===== src/rtl/if_id_stage_pkg.sv =====
// rtl/if_id_stage_pkg.sv - shared opcodes, bubble instruction and state encoding for the IF/ID stage
package if_id_stage_pkg;

  localparam logic [6:0] OP_LUI    = 7'h37;
  localparam logic [6:0] OP_AUIPC  = 7'h17;
  localparam logic [6:0] OP_JAL    = 7'h6F;
  localparam logic [6:0] OP_JALR   = 7'h67;
  localparam logic [6:0] OP_BRANCH = 7'h63;
  localparam logic [6:0] OP_LOAD   = 7'h03;
  localparam logic [6:0] OP_IMM    = 7'h13;

  localparam logic [31:0] NOP_INSTR = 32'h0000_0013;

  typedef enum logic [1:0] {
    RUN,
    HOLD,
    BUBBLE
  } state_t;

  function automatic logic reads_rs1(input logic [6:0] op);
    return !(op == OP_LUI || op == OP_AUIPC || op == OP_JAL);
  endfunction

  function automatic logic reads_rs2(input logic [6:0] op);
    return reads_rs1(op) && !(op == OP_IMM || op == OP_LOAD || op == OP_JALR);
  endfunction

endpackage


===== src/rtl/sat_counter.sv =====
// rtl/sat_counter.sv - saturating up-counter with synchronous clear
module sat_counter #(
  parameter int W = 16
) (
  input  logic         clock,
  input  logic         reset,
  input  logic         inc,
  input  logic         clr,
  output logic [W-1:0] count
);

  always_ff @(posedge clock) begin
    if (reset || clr) begin
      count <= '0;
    end else if (inc && (count != '1)) begin
      count <= count + 1'b1;
    end
  end

endmodule


===== src/rtl/if_id_stage.sv =====
// rtl/if_id_stage.sv - IF/ID pipeline register with stall/flush sequencing, watchdog and counters
module if_id_stage
  import if_id_stage_pkg::*;
#(
  parameter logic [31:0] NOP_INSTR   = if_id_stage_pkg::NOP_INSTR,
  parameter int          STALL_LIMIT = 8,
  parameter int          CNT_W       = 16
) (
  input  logic             clock,
  input  logic             reset,
  input  logic [31:0]      pc_in,
  input  logic [31:0]      instruction_in,
  input  logic             nop,
  input  logic             flush,
  output logic             pcWrite,
  output logic [31:0]      IF_ID_pc,
  output logic [31:0]      IF_ID_instruction,
  output logic [6:0]       opCode,
  output logic [4:0]       IF_ID_rs1,
  output logic [4:0]       IF_ID_rs2,
  output logic [4:0]       IF_ID_rd,
  output logic             IF_ID_valid,
  output logic             stallTimeout,
  output logic [CNT_W-1:0] stallCount,
  output logic [CNT_W-1:0] flushCount
);

  state_t           state, state_next;
  logic             load, bubble;
  logic [CNT_W-1:0] run_count;

  always_ff @(posedge clock) begin
    if (reset) begin
      state <= RUN;
    end else begin
      state <= state_next;
    end
  end

  // A stall beats a flush: the branch decision seen while stalled is stale.
  always_comb begin
    state_next = state;
    load       = 1'b0;
    bubble     = 1'b0;
    if (nop) begin
      state_next = HOLD;
    end else if (flush) begin
      state_next = BUBBLE;
      bubble     = 1'b1;
    end else begin
      state_next = RUN;
      load       = 1'b1;
    end
  end

  always_ff @(posedge clock) begin
    if (reset) begin
      IF_ID_pc          <= '0;
      IF_ID_instruction <= NOP_INSTR;
      IF_ID_valid       <= 1'b0;
    end else if (load) begin
      IF_ID_pc          <= pc_in;
      IF_ID_instruction <= instruction_in;
      IF_ID_valid       <= 1'b1;
    end else if (bubble) begin
      IF_ID_pc          <= pc_in;
      IF_ID_instruction <= NOP_INSTR;
      IF_ID_valid       <= 1'b0;
    end
  end

  // Flag rises on the same edge the run counter reaches the limit.
  always_ff @(posedge clock) begin
    if (reset) begin
      stallTimeout <= 1'b0;
    end else if (nop && (run_count >= CNT_W'(STALL_LIMIT - 1))) begin
      stallTimeout <= 1'b1;
    end
  end

  sat_counter #(.W(CNT_W)) u_stall_cnt (
    .clock (clock),
    .reset (reset),
    .inc   (nop),
    .clr   (1'b0),
    .count (stallCount)
  );

  sat_counter #(.W(CNT_W)) u_flush_cnt (
    .clock (clock),
    .reset (reset),
    .inc   (bubble),
    .clr   (1'b0),
    .count (flushCount)
  );

  sat_counter #(.W(CNT_W)) u_run_cnt (
    .clock (clock),
    .reset (reset),
    .inc   (nop),
    .clr   (load),
    .count (run_count)
  );

  assign pcWrite   = reset | ~nop;
  assign opCode    = IF_ID_instruction[6:0];
  assign IF_ID_rd  = IF_ID_instruction[11:7];
  assign IF_ID_rs1 = (IF_ID_valid && reads_rs1(opCode)) ? IF_ID_instruction[19:15] : 5'd0;
  assign IF_ID_rs2 = (IF_ID_valid && reads_rs2(opCode)) ? IF_ID_instruction[24:20] : 5'd0;

endmodule


===== config.mk =====
export PLATFORM = sky130hd
export DESIGN_NAME = if_id_stage
export DESIGN_NICKNAME = d
export VERILOG_FILES = /design/src/rtl/if_id_stage_pkg.sv /design/src/rtl/sat_counter.sv /design/src/rtl/if_id_stage.sv
export SDC_FILE = /design/constraint.sdc
export NUM_CORES = 1
export LEC_CHECK = 0
export CAP_MARGIN = 20
export CORE_ASPECT_RATIO = 1.5
export CORE_MARGIN = 2
export CORE_UTILIZATION = 44
export CTS_CLUSTER_DIAMETER = 40
export CTS_CLUSTER_SIZE = 14
export DETAILED_ROUTE_END_ITERATION = 6
export PLACE_DENSITY = 0.81
export SLEW_MARGIN = 20
export SYNTH_ARGS = -nofsm -noshare
export SYNTH_HDL_FRONTEND = slang
export SYNTH_SLANG_ARGS = --single-unit

===== constraint.sdc =====
create_clock -name clock -period 2.7 [get_ports clock]
set_input_delay 0.27 -clock clock [delete_from_list [all_inputs] [get_ports clock]]
set_output_delay 0.27 -clock clock [all_outputs]
set_load 0.02 [all_outputs]

Yosys cells after proc, flatten, opt, wreduce, memory -nomap -nowiden
Index checks and enable logic that the tools add are counted.
{"block": "word_totals", "ff_bits": 114, "wordCells": 49}
{"block": "classes", "n_lt_le_gt_ge": 1, "bitwise_logic": 2, "n_reduce_logical": 15, "muxes": 12, "add_sub_neg": 3, "eq_ne": 9}
{"operator": "2-to-1 mux 32 bit", "count": 4}
{"operator": "adder 16 x 1 -> 16 bit (second input constant)", "count": 3}
{"operator": "inequality test 16 bit (second input constant)", "count": 3}
{"operator": ">= comparator 16 x 3 -> 1 bit (second input constant)", "count": 1}
{"operator": "equality test 7 x 5 -> 1 bit (second input constant)", "count": 2}
{"operator": "equality test 7 bit (second input constant)", "count": 2}
{"operator": "2-to-1 mux 5 bit", "count": 2}
{"operator": "equality test 7 x 2 -> 1 bit (second input constant)", "count": 1}
{"operator": "equality test 7 x 6 -> 1 bit (second input constant)", "count": 1}
{"operator": "logical AND 1 bit", "count": 7}
{"operator": "2-to-1 mux 1 bit", "count": 6}
{"operator": "logical OR 1 bit", "count": 5}
{"operator": "zero test 1 bit", "count": 2}
{"operator": "nonzero test 2 bit", "count": 1}
{"operator": "NOT 1 bit", "count": 1}
{"operator": "bitwise OR 1 bit", "count": 1}

Depth between registers and ports, before layout
Gate-level depths: netlist of the first run.
{"block": "depth", "ltp_word": 7, "depth_mapped": 7}

Modules after synthesis
A second synthesis of the first run with hierarchy kept.
{"block": "unflattened", "hier_cells": 523, "area_unflattened_um2": 5034.8}
{"mod": "sat_counter", "seq_area_each_um2": 320.3, "instances": 3, "area_per_inst_um2": 847.1, "cells_per_inst": 95}
{"mod": "if_id_stage", "seq_area_each_um2": 1321.3, "instances": 1, "area_per_inst_um2": 2493.6, "cells_per_inst": 238}

Least setup slack after synthesis of the first run
No wires, ideal clock.
{"block": "synth_timing", "path_type": "reg-to-reg", "from": "register u_flush_cnt.count[0]", "to": "register u_flush_cnt.count[7]", "arrival_ns": 1.946, "path_stages_with_launch": 7, "slack_ns": 0.676, "path_cell_list": "dfxtp_1 -> ha_1 -> nand4_1 -> nor4_1 -> buf_2 -> and3b_1 -> nor3_1"}
{"block": "synth_via", "elab_chain_len": 2, "word_cells_on_any_way": 3, "classes_between": "1 x add/sub; 1 x eq/ne; 1 x reduce/logical"}
{"element": "from (decl)", "line_no": "sat_counter.sv:9", "rtl": "output logic [W-1:0] count"}
{"element": "from (signal assigned)", "line_no": "sat_counter.sv:16", "rtl": "count <= count + 1'b1;"}
{"element": "parallel branches: the longest is 2 deep, another holds adder 16 x 1 -> 16 bit"}
Parallel ways; which one is timed is not known.
A chain may end at the register's enable or synchronous reset.

Worst setup path in the final report of the first run
{"block": "layout_timing", "from": "register IF_ID_instruction[4]", "to": "output IF_ID_rs2[1]"}
{"block": "layout_via", "elab_chain_len": 7, "word_cells_on_any_way": 15, "classes_between": "6 x eq/ne; 1 x mux; 8 x reduce/logical"}
{"element": "from (decl)", "line_no": "if_id_stage.sv:17", "rtl": "output logic [31:0] IF_ID_instruction,"}
{"element": "from (signal assigned)", "line_no": "if_id_stage.sv:63", "rtl": "IF_ID_instruction <= instruction_in;"}
{"element": "equality test 7 x 6 -> 1 bit (tied with other cells)", "line_no": "if_id_stage_pkg.sv:21", "rtl": "return !(op == OP_LUI || op == OP_AUIPC || op == OP_JAL);"}
{"element": "logical OR 1 bit (on tied branches) (2 in series)", "line_no": "if_id_stage_pkg.sv:21, if_id_stage_pkg.sv:25"}
{"element": "zero test 1 bit (on tied branches)", "line_no": "if_id_stage_pkg.sv:21, if_id_stage_pkg.sv:25"}
{"element": "logical AND 1 bit *", "line_no": "if_id_stage_pkg.sv:25", "rtl": "return reads_rs1(op) && !(op == OP_IMM || op == OP_LOAD || op == OP_JALR);"}
{"element": "logical AND 1 bit *", "line_no": "if_id_stage.sv:109", "rtl": "assign IF_ID_rs2 = (IF_ID_valid && reads_rs2(opCode)) ? IF_ID_instruction[24:20] : 5'd0;"}
{"element": "2-to-1 mux 5 bit *", "line_no": "if_id_stage.sv:109"}
{"element": "to (decl)", "line_no": "if_id_stage.sv:20", "rtl": "output logic [4:0] IF_ID_rs2,"}
Mark *: on every way between the ends. The rest lies on a longest branch, timed or not.

==> results of run 1 <==
cell usage in the layout (no fill, tap or decap), types with 2 or more instances in the layout:
master	instances
a211o_1	2
o22a_1	3
o41ai_1	5
a22o_1	29
o21ai_0	18
buf_2	2
clkbuf_16	17
mux2i_1	32
dfxtp_1	114
nand2_1	24
nor3_1	14
mux2_2	3
nand3_1	19
o211ai_1	5
clkbuf_8	2
and4b_1	2
a41oi_1	3
and4_1	7
clkdlybuf4s50_1	186
a21oi_1	32
nand4_1	14
buf_4	8
inv_1	7
a211oi_1	3
or2_2	3
nor2b_1	4
bufinv_16	4
or3_1	14
or4_2	2
or3_2	2
and3_1	8
clkinv_2	5
nor2_1	50
o21a_1	2
o31ai_1	11
ha_1	3
and3b_1	2
nor4_1	8
and2_1	6
or4_1	10
per-stage QoR:
step,area [um2],instances,total power [mW],util
2_1_floorplan,4870,520,2.02,-
3_3_place_gp,6780,826,2.25,0.620
3_5_place_dp,6780,826,2.27,0.620
4_1_cts,7400,856,4.59,0.676
5_1_grt,7400,856,4.69,0.676
6_report,7400,856,4.55,0.676
power by group:
group	total (mW)	internal (mW)	switching, mW
logic	0.452	0.240	0.212
registers	1.78	1.74	0.0418
clock network	2.32	1.57	0.749
total	4.55	3.55	1.00
kinds of logic (layout without fill, tap and decap cells):
logic type	Yosys count	count (layout)
fa+ha+maj	3	3
flops	114	114
compound gates	122	122
simple gates	200	200
xor+xnor	1	1
buf+inv	45	234
mux	35	35
registers in the layout (all words and copies together), names as in the netlist:
name               flops
u_stall_cnt.count     16
IF_ID_instruction     32
u_flush_cnt.count     16
stallTimeout           1
u_run_cnt.count       16
IF_ID_pc              32
IF_ID_valid            1
worst max-delay path by stage:
stage / from / end / slack (ns) / cells after the start
after global placement: flush / u_flush_cnt.count[9]$_SDFFE_PP0P_ / 0.59 / 5
after CTS: IF_ID_instruction[4]$_SDFFE_PP1P_ / IF_ID_rs2[1] / 0.21 / 5
final: IF_ID_instruction[4]$_SDFFE_PP1P_ / IF_ID_rs2[1] / 0.23 / 5
after floorplan: u_flush_cnt.count[0]$_SDFFE_PP0P_ / u_flush_cnt.count[7]$_SDFFE_PP0P_ / 0.68 / 6
after global routing: IF_ID_instruction[4]$_SDFFE_PP1P_ / IF_ID_rs2[4] / 0.11 / 5
after detailed placement: flush / u_flush_cnt.count[15]$_SDFFE_PP0P_ / 0.52 / 5
critical path, stage by stage, from the launching register on:
cell             delay, ns
dfxtp_1               0.42
and3b_1               0.22
a21oi_1               0.12
a211o_1               0.24
and3_1                0.19
clkdlybuf4s50_1       0.60
synth_stat cells (all sizes together) (2+ instances only):
| master | count | area share |
|---|---|---|
| dfxtp | 114 | 0.47 |
| nor2 | 51 | 0.039 |
| a21oi | 32 | 0.033 |
| mux2i | 32 | 0.066 |
| a22o | 29 | 0.052 |
| nand2 | 24 | 0.019 |
| buf | 21 | 0.028 |
| nand3 | 19 | 0.020 |
| o21ai | 18 | 0.019 |
| clkbuf | 16 | 0.014 |
| or3 | 16 | 0.021 |
| nand4 | 15 | 0.021 |
| nor3 | 15 | 0.015 |
| or4 | 13 | 0.021 |
| o31ai | 11 | 0.017 |
| and3 | 9 | 0.012 |
| and4 | 8 | 0.015 |
| inv | 8 | 0.0062 |
| nor4 | 8 | 0.010 |
| and2 | 6 | 0.0077 |
| o211ai | 5 | 0.0077 |
| o41ai | 5 | 0.0090 |
| nor2b | 4 | 0.0051 |
| a211oi | 3 | 0.0046 |
| a41oi | 3 | 0.0054 |
| ha | 3 | 0.0077 |
| mux2 | 3 | 0.0069 |
| o22a | 3 | 0.0054 |
| or2 | 3 | 0.0039 |
| a211o | 2 | 0.0036 |
| and3b | 2 | 0.0036 |
| and4b | 2 | 0.0041 |
| o21a | 2 | 0.0031 |
layer usage:
layer | global-route usage | wire (um) | part of all wire
met1 | 0.247 | 5200 | 0.37
met2 | 0.447 | 7750 | 0.55
met3 | 0.0666 | 899 | 0.063
met4 | 0.0983 | 345 | 0.024
met5 | 0 | 0 | 0
layout make-up:
cell class / instances / area share
clock inverters: 11 / 0.0218
clock buffers: 19 / 0.0612
inverters: 8 / 0.00406
well taps: 147 / 0.0249
flip-flops and latches: 114 / 0.308
multi-input cells: 361 / 0.318
repair buffers: 196 / 0.261
==> impl_metrics.csv, run 1 <==
group,metric,value,unit
setup_path,worstPathMaxFanout,6,
setup_path,worstReg2RegEnd,"u_run_cnt.count[9]$_SDFFE_PP0P_",
floorplanning,initial_core_util,0.445,
synth,synth_seq_cells,114,
cells_and_area,layout.nets,769,
clock_network,htree_levels,4,
synth,synthXorXnorAreaFrac,0.00180,
timing,max_freq,405,MHz
placement,gp_congestion,0.859,
detailed_routing,vias,4862,
floorplanning,num_io_pins,189,
worst_hold_path,hp-start,"reset",
detailed_routing,firstDrtPassIters,5,
synth,muxShareOfSynthArea,0.0728,
timing,tns,0,ns
timing,fin_ws,0.230,ns
synth,synth-edff-count,0,
setup_path,critPathLaunchType,"flip-flop",
cells_and_area,syn_to_final_growth,52.0,%
detailed_routing,drt_iter0_drc,261,
cells_and_area,regArea,2280,um2
setup_path,crit-reg2reg-launch,"u_run_cnt.count[0]$_SDFFE_PP0P_",
grt,grt_pass1_vias,4810,
synth,syn_area,4870,um2
synth,avgSynthCellArea,9.36,um2
timing,timing.final.crit_period,2.47,ns
placement,port-buffer-count,188,
power,p_leak,2.75,nW
synth,synth_top_family_by_area,"simple AND/OR/NAND/NOR gates",
power,vdd_drop_max,406,uV
synth,syn_inst,520,
clock_network,clk_latency,0.41,ns
detailed_routing,wire_per_inst,16.6,um
timing,timing.final.crit_share,0.915,
worst_hold_path,whs_endpoint,"IF_ID_instruction[4]$_SDFFE_PP1P_",
detailed_routing,drcViolationCount,0,
placement,place_ws,0.519,ns
clock_network,tritoncts,"yes",
grt,grt_start_max_net_pins,70,
synth,synth_seq_area_share,0.469,
timing,worst_slew_pin_slew,0.723,ns
synth,synthAdderAreaFrac,0.00771,
timing,finalSetupViolCount,0,
synth,synth.distinct_cells,59,
setup_path,reg2regPathDepth,5,
timing,rsz0062_at_grt,"no",
floorplanning,core,10900,um2
setup_path,crit_arrival,2.20,ns
setup_path,worstSetupPathType,"flip-flop to output pin",
floorplanning,die_x,89.9,um
timing,slew_headroom,0.513,
placement,place_hpwl,10200,um
setup_path,reg2reg_slack,0.65,ns
clock_network,hold_buffers,0,
clock_network,cts_sinks,114,
clock_network,path_clk_slew,0.05,ns
detailed_routing,via_per_inst,5.68,
timing,clock_skew,0.00959,ns
grt,antenna_found_initial,0,
clock_network,post-cts-setup-buffer-count,0,
synth,synth-simple-area-share,0.225,
cells_and_area,fillerInstances,885,
power,powerDensity,616,nW/um2
grt,grt-ovfl-total,0,
cells_and_area,num_antenna_cells,0,
synth,ys_warn_count,0,
setup_path,worstPathRequired,2.43,ns
run,max_cap_violations,0,
timing,finalMaxSlewViolations,0,
floorplanning,die_area,11900,um2
cells_and_area,drive_gt1_frac,0.0804,
floorplanning,rows,47,
clock_network,cts_buffers,17,
synth,async_flop_share,0,
worst_hold_path,worstHoldPathCells,4,
grt,grt_usage,0.238,
clock_network,root_buffer,"clkbuf_16",
grt,grt_pass1_wl,23100,um
clock_network,cts_resized,0,
timing,finalHoldViolations,0,
detailed_routing,ant_nets,0,
floorplanning,die_h,133,um
outcome,status,"complete, no violations",
synth,synth-compound-area-share,0.175,
setup_path,crit_path_end_kind,"output pin",
timing,timing.hold.ws,0.316,ns
synth,ys.flop_type,"dfxtp_1",
clock_network,cts.path.max_buffers,2,
worst_hold_path,min_path_type,"primary input to flip-flop",
detailed_routing,totalWireLength,14200,um
synth,syn-num-nets,591,
cells_and_area,multi_input_area,2360,um2
Power figures use the tool's default switching activity.
==> run 2, diff against run 1 <==
Settings changed: PLACE_DENSITY 0.81 to 0.8, SKIP_CTS_REPAIR_TIMING set to 1, SYNTH_HIERARCHICAL set to 1.
==> run 2 against run 1 <==
  * Critical path depth shrank 1
  * Design area up 1.1%
  * Flip-flop and latch count stayed put
  * First-iteration DRC count is 5.0% lower
  * Sequential power about the same
  * Worst setup slack got worse by 0.080 ns
  * Count of clock-buffer cells in the layout up 3
  * Maximum frequency shrank 3.1%
  * Critical path type unchanged
  * Combinational power hardly changed
  * Largest cell class unchanged
  * Routed wire length up 1.2%
  * Die area is 3.3% higher
  * Non-clock buffer count decreased by 3
==> impl_metrics.csv, run 2 <==
group,metric,value,unit
timing,tns,0,ns
timing,timing.final.crit_share,0.944,
synth,synth_seq_cells,114,
synth,ys.flop_type,"dfxtp_1",
floorplanning,core,11100,um2
cells_and_area,mostFrequentLayoutCells,"clkdlybuf4s50_1 (187), dfxtp_1 (114), nor2_1 (55)",
grt,antenna_found_initial,0,
cells_and_area,reg_top3,"IF_ID_instruction (32), IF_ID_pc (32)",
synth,async_flop_share,0,
synth,syn_area,5030,um2
placement,place_inst,830,
synth,synth.distinct_cells,50,
timing,timing.final.crit_period,2.55,ns
clock_network,tritoncts,"yes",
cells_and_area,fin_util,0.673,
setup_path,max_stage_delay,0.55,ns
clock_network,cts_sinks,114,
synth,yosysTopAreaCell,"dfxtp_1",
setup_path,cp_slowest_cell,"clkdlybuf4s50_1",
floorplanning,die_area,12300,um2
grt,use_met2,0.420,
detailed_routing,drt_iter0_drc,248,
cells_and_area,syn_to_final_growth,48.6,%
floorplanning,num_io_pins,189,
grt,grt_pass1_vias,4842,
grt,grt-busiest-layer,"met2",
setup_path,critPathLaunchType,"flip-flop",
grt,grtUsageMet1,0.236,
cells_and_area,num_antenna_cells,0,
setup_path,crit_arrival,2.28,ns
detailed_routing,totalWireLength,14400,um
floorplanning,die_h,135,um
clock_network,cts.path.max_buffers,2,
grt,grt_pass1_wl,23100,um
detailed_routing,wire_per_inst,16.7,um
grt,grt_usage,0.232,
placement,port-buffer-count,188,
timing,finalHoldViolations,0,
setup_path,worstPathMaxFanout,5,
power,vdd_drop_max,445,uV
synth,syn_inst,523,
clock_network,clk_latency,0.41,ns
detailed_routing,vias,4842,
synth,ys_warn_count,6,
setup_path,crit_path_end_kind,"output pin",
worst_hold_path,min_path_type,"primary input to flip-flop",
setup_path,cp.buffers_inverters,1,
timing,clock_skew,0.00996,ns
floorplanning,initial_core_util,0.453,
synth,yosysMostFrequentCell,"dfxtp_1",
floorplanning,die_x,91.3,um
detailed_routing,drcViolationCount,0,
detailed_routing,ant_nets,0,
outcome,status,"complete, no violations",
clock_network,htree_levels,4,
timing,slew_headroom,0.544,
detailed_routing,via_per_inst,5.62,
timing,rsz0062_at_grt,"no",
synth,synth_seq_area_share,0.453,
cells_and_area,layout.nets,773,
run,max_cap_violations,0,
synth,synth_commonest_cells,"dfxtp_1 (114), nor2_1 (55), mux2i_1 (32), a21oi_1 (28), nand2_1 (28)",
clock_network,cts_buffers,17,
cells_and_area,drive_gt1_frac,0.0924,
synth,avgSynthCellArea,9.63,um2
power,p_leak,2.85,nW
synth,synth-edff-count,0,
synth,synth_top_area_share,0.453,
setup_path,path_cells,"or3b_2, a21oi_2, nor3_1, clkdlybuf4s50_1",
cells_and_area,instances_no_fill,861,
synth,yosys-top-cells-area,"dfxtp_1 (45%), mux2i_1 (6.4%), nor2_1 (4.1%)",
clock_network,path_clk_slew,0.06,ns
timing,finalSetupViolCount,0,
setup_path,critPathTopFamily,"simple AND/OR/NAND/NOR gates",
grt,grt-ovfl-total,0,
timing,worst_slew_pin_slew,0.679,ns
grt,grt_util_met3,0.0798,
grt,grt_start_max_net_pins,41,
timing,timing.hold.ws,0.368,ns
floorplanning,rows,47,
power,powerDensity,576,nW/um2
setup_path,worstSetupPathType,"flip-flop to output pin",
timing,finalMaxSlewViolations,0,
detailed_routing,firstDrtPassIters,5,
placement,gp_congestion,0.897,
clock_network,root_buffer,"clkbuf_16",
placement,place_hpwl,10200,um
setup_path,worstPathRequired,2.43,ns
cells_and_area,final_common_cell,"clkdlybuf4s50_1",
timing,max_freq,392,MHz
## run 2: cell count changes after synthesis, moves of 6 or more
| cell | previous run | this run |
|---|---|---|
| a41o_1 | 0 | 12 |
| a31oi_1 | 1 | 9 |
| and3_1 | 8 | 0 |
| clkbuf_1 | 15 | 8 |
| a22o_1 | 29 | 23 |
| nor4_1 | 8 | 2 |
## run 2: layer usage
layer / share of wire / up-vias
met1: 0.37 / 2264
met2: 0.53 / 235
li1: - / 2308
met5: 0 / -
met4: 0.026 / 0
met3: 0.078 / 35
## run 2: cell type report
cell class	count	area [um2]
Clock inverter	9	81.3
Clock buffer	22	484
Multi-Input combinational cell	365	2500
Fill cell	884	3630
Inverter	11	41.3
Timing Repair Buffer	193	1910
Tap cell	147	184
Sequential cell	114	2280
## run 2: path summary, 6_finish.rpt
| kind | from | end | slack (ns) | depth (start not counted) |
|---|---|---|---|---|
| setup / recovery | IF_ID_instruction[4]$_SDFFE_PP1P_ | IF_ID_rs2[0] | 0.15 | 4 |
| hold / removal | nop | u_stall_cnt/count[1]$_SDFFE_PP0P_ | 0.37 | 3 |
| setup reg to reg | u_flush_cnt/count[0]$_SDFFE_PP0P_ | u_flush_cnt/count[13]$_SDFFE_PP0P_ | 0.78 | 5 |
| hold reg to reg | IF_ID_instruction[27]$_SDFFE_PP0P_ | IF_ID_instruction[27]$_SDFFE_PP0P_ | 0.48 | 1 |
## run 2: power by group
part           internal, mW  total (mW)  switching, mW
registers              1.74        1.77         0.0366
clock network          1.35        2.08          0.734
logic                 0.240       0.454          0.214
total                  3.33        4.31          0.984
## run 2: metrics by stage
stage	total power, mW	area, um2	worst slack, ns
after floorplan	2.02	5050	0.757
after global placement	2.25	6910	0.629
after detailed placement	2.26	6910	0.551
after CTS	4.35	7480	0.0943
after global routing	4.48	7480	0.0742
final	4.31	7480	0.150
## run 2: worst min-delay path, stage by stage
cell     delay [ns]
buf_2          0.25
nand3_1        0.15
a21oi_1        0.05
## run 2: kinds of logic (layout without fill, tap and decap cells)
group | count (synthesis) | in the layout | synth area share
buffers and inverters | 47 | 235 | 0.0542
XOR/XNOR | 9 | 9 | 0.0157
AO/OA/AOI/OAI | 118 | 118 | 0.171
other | 1 | 4 | 0.000745
AND/OR/NAND/NOR | 199 | 199 | 0.234
adder cells (fa/ha/maj) | 3 | 3 | 0.00746
flip-flops | 114 | 114 | 0.453
multiplexers | 32 | 32 | 0.0636
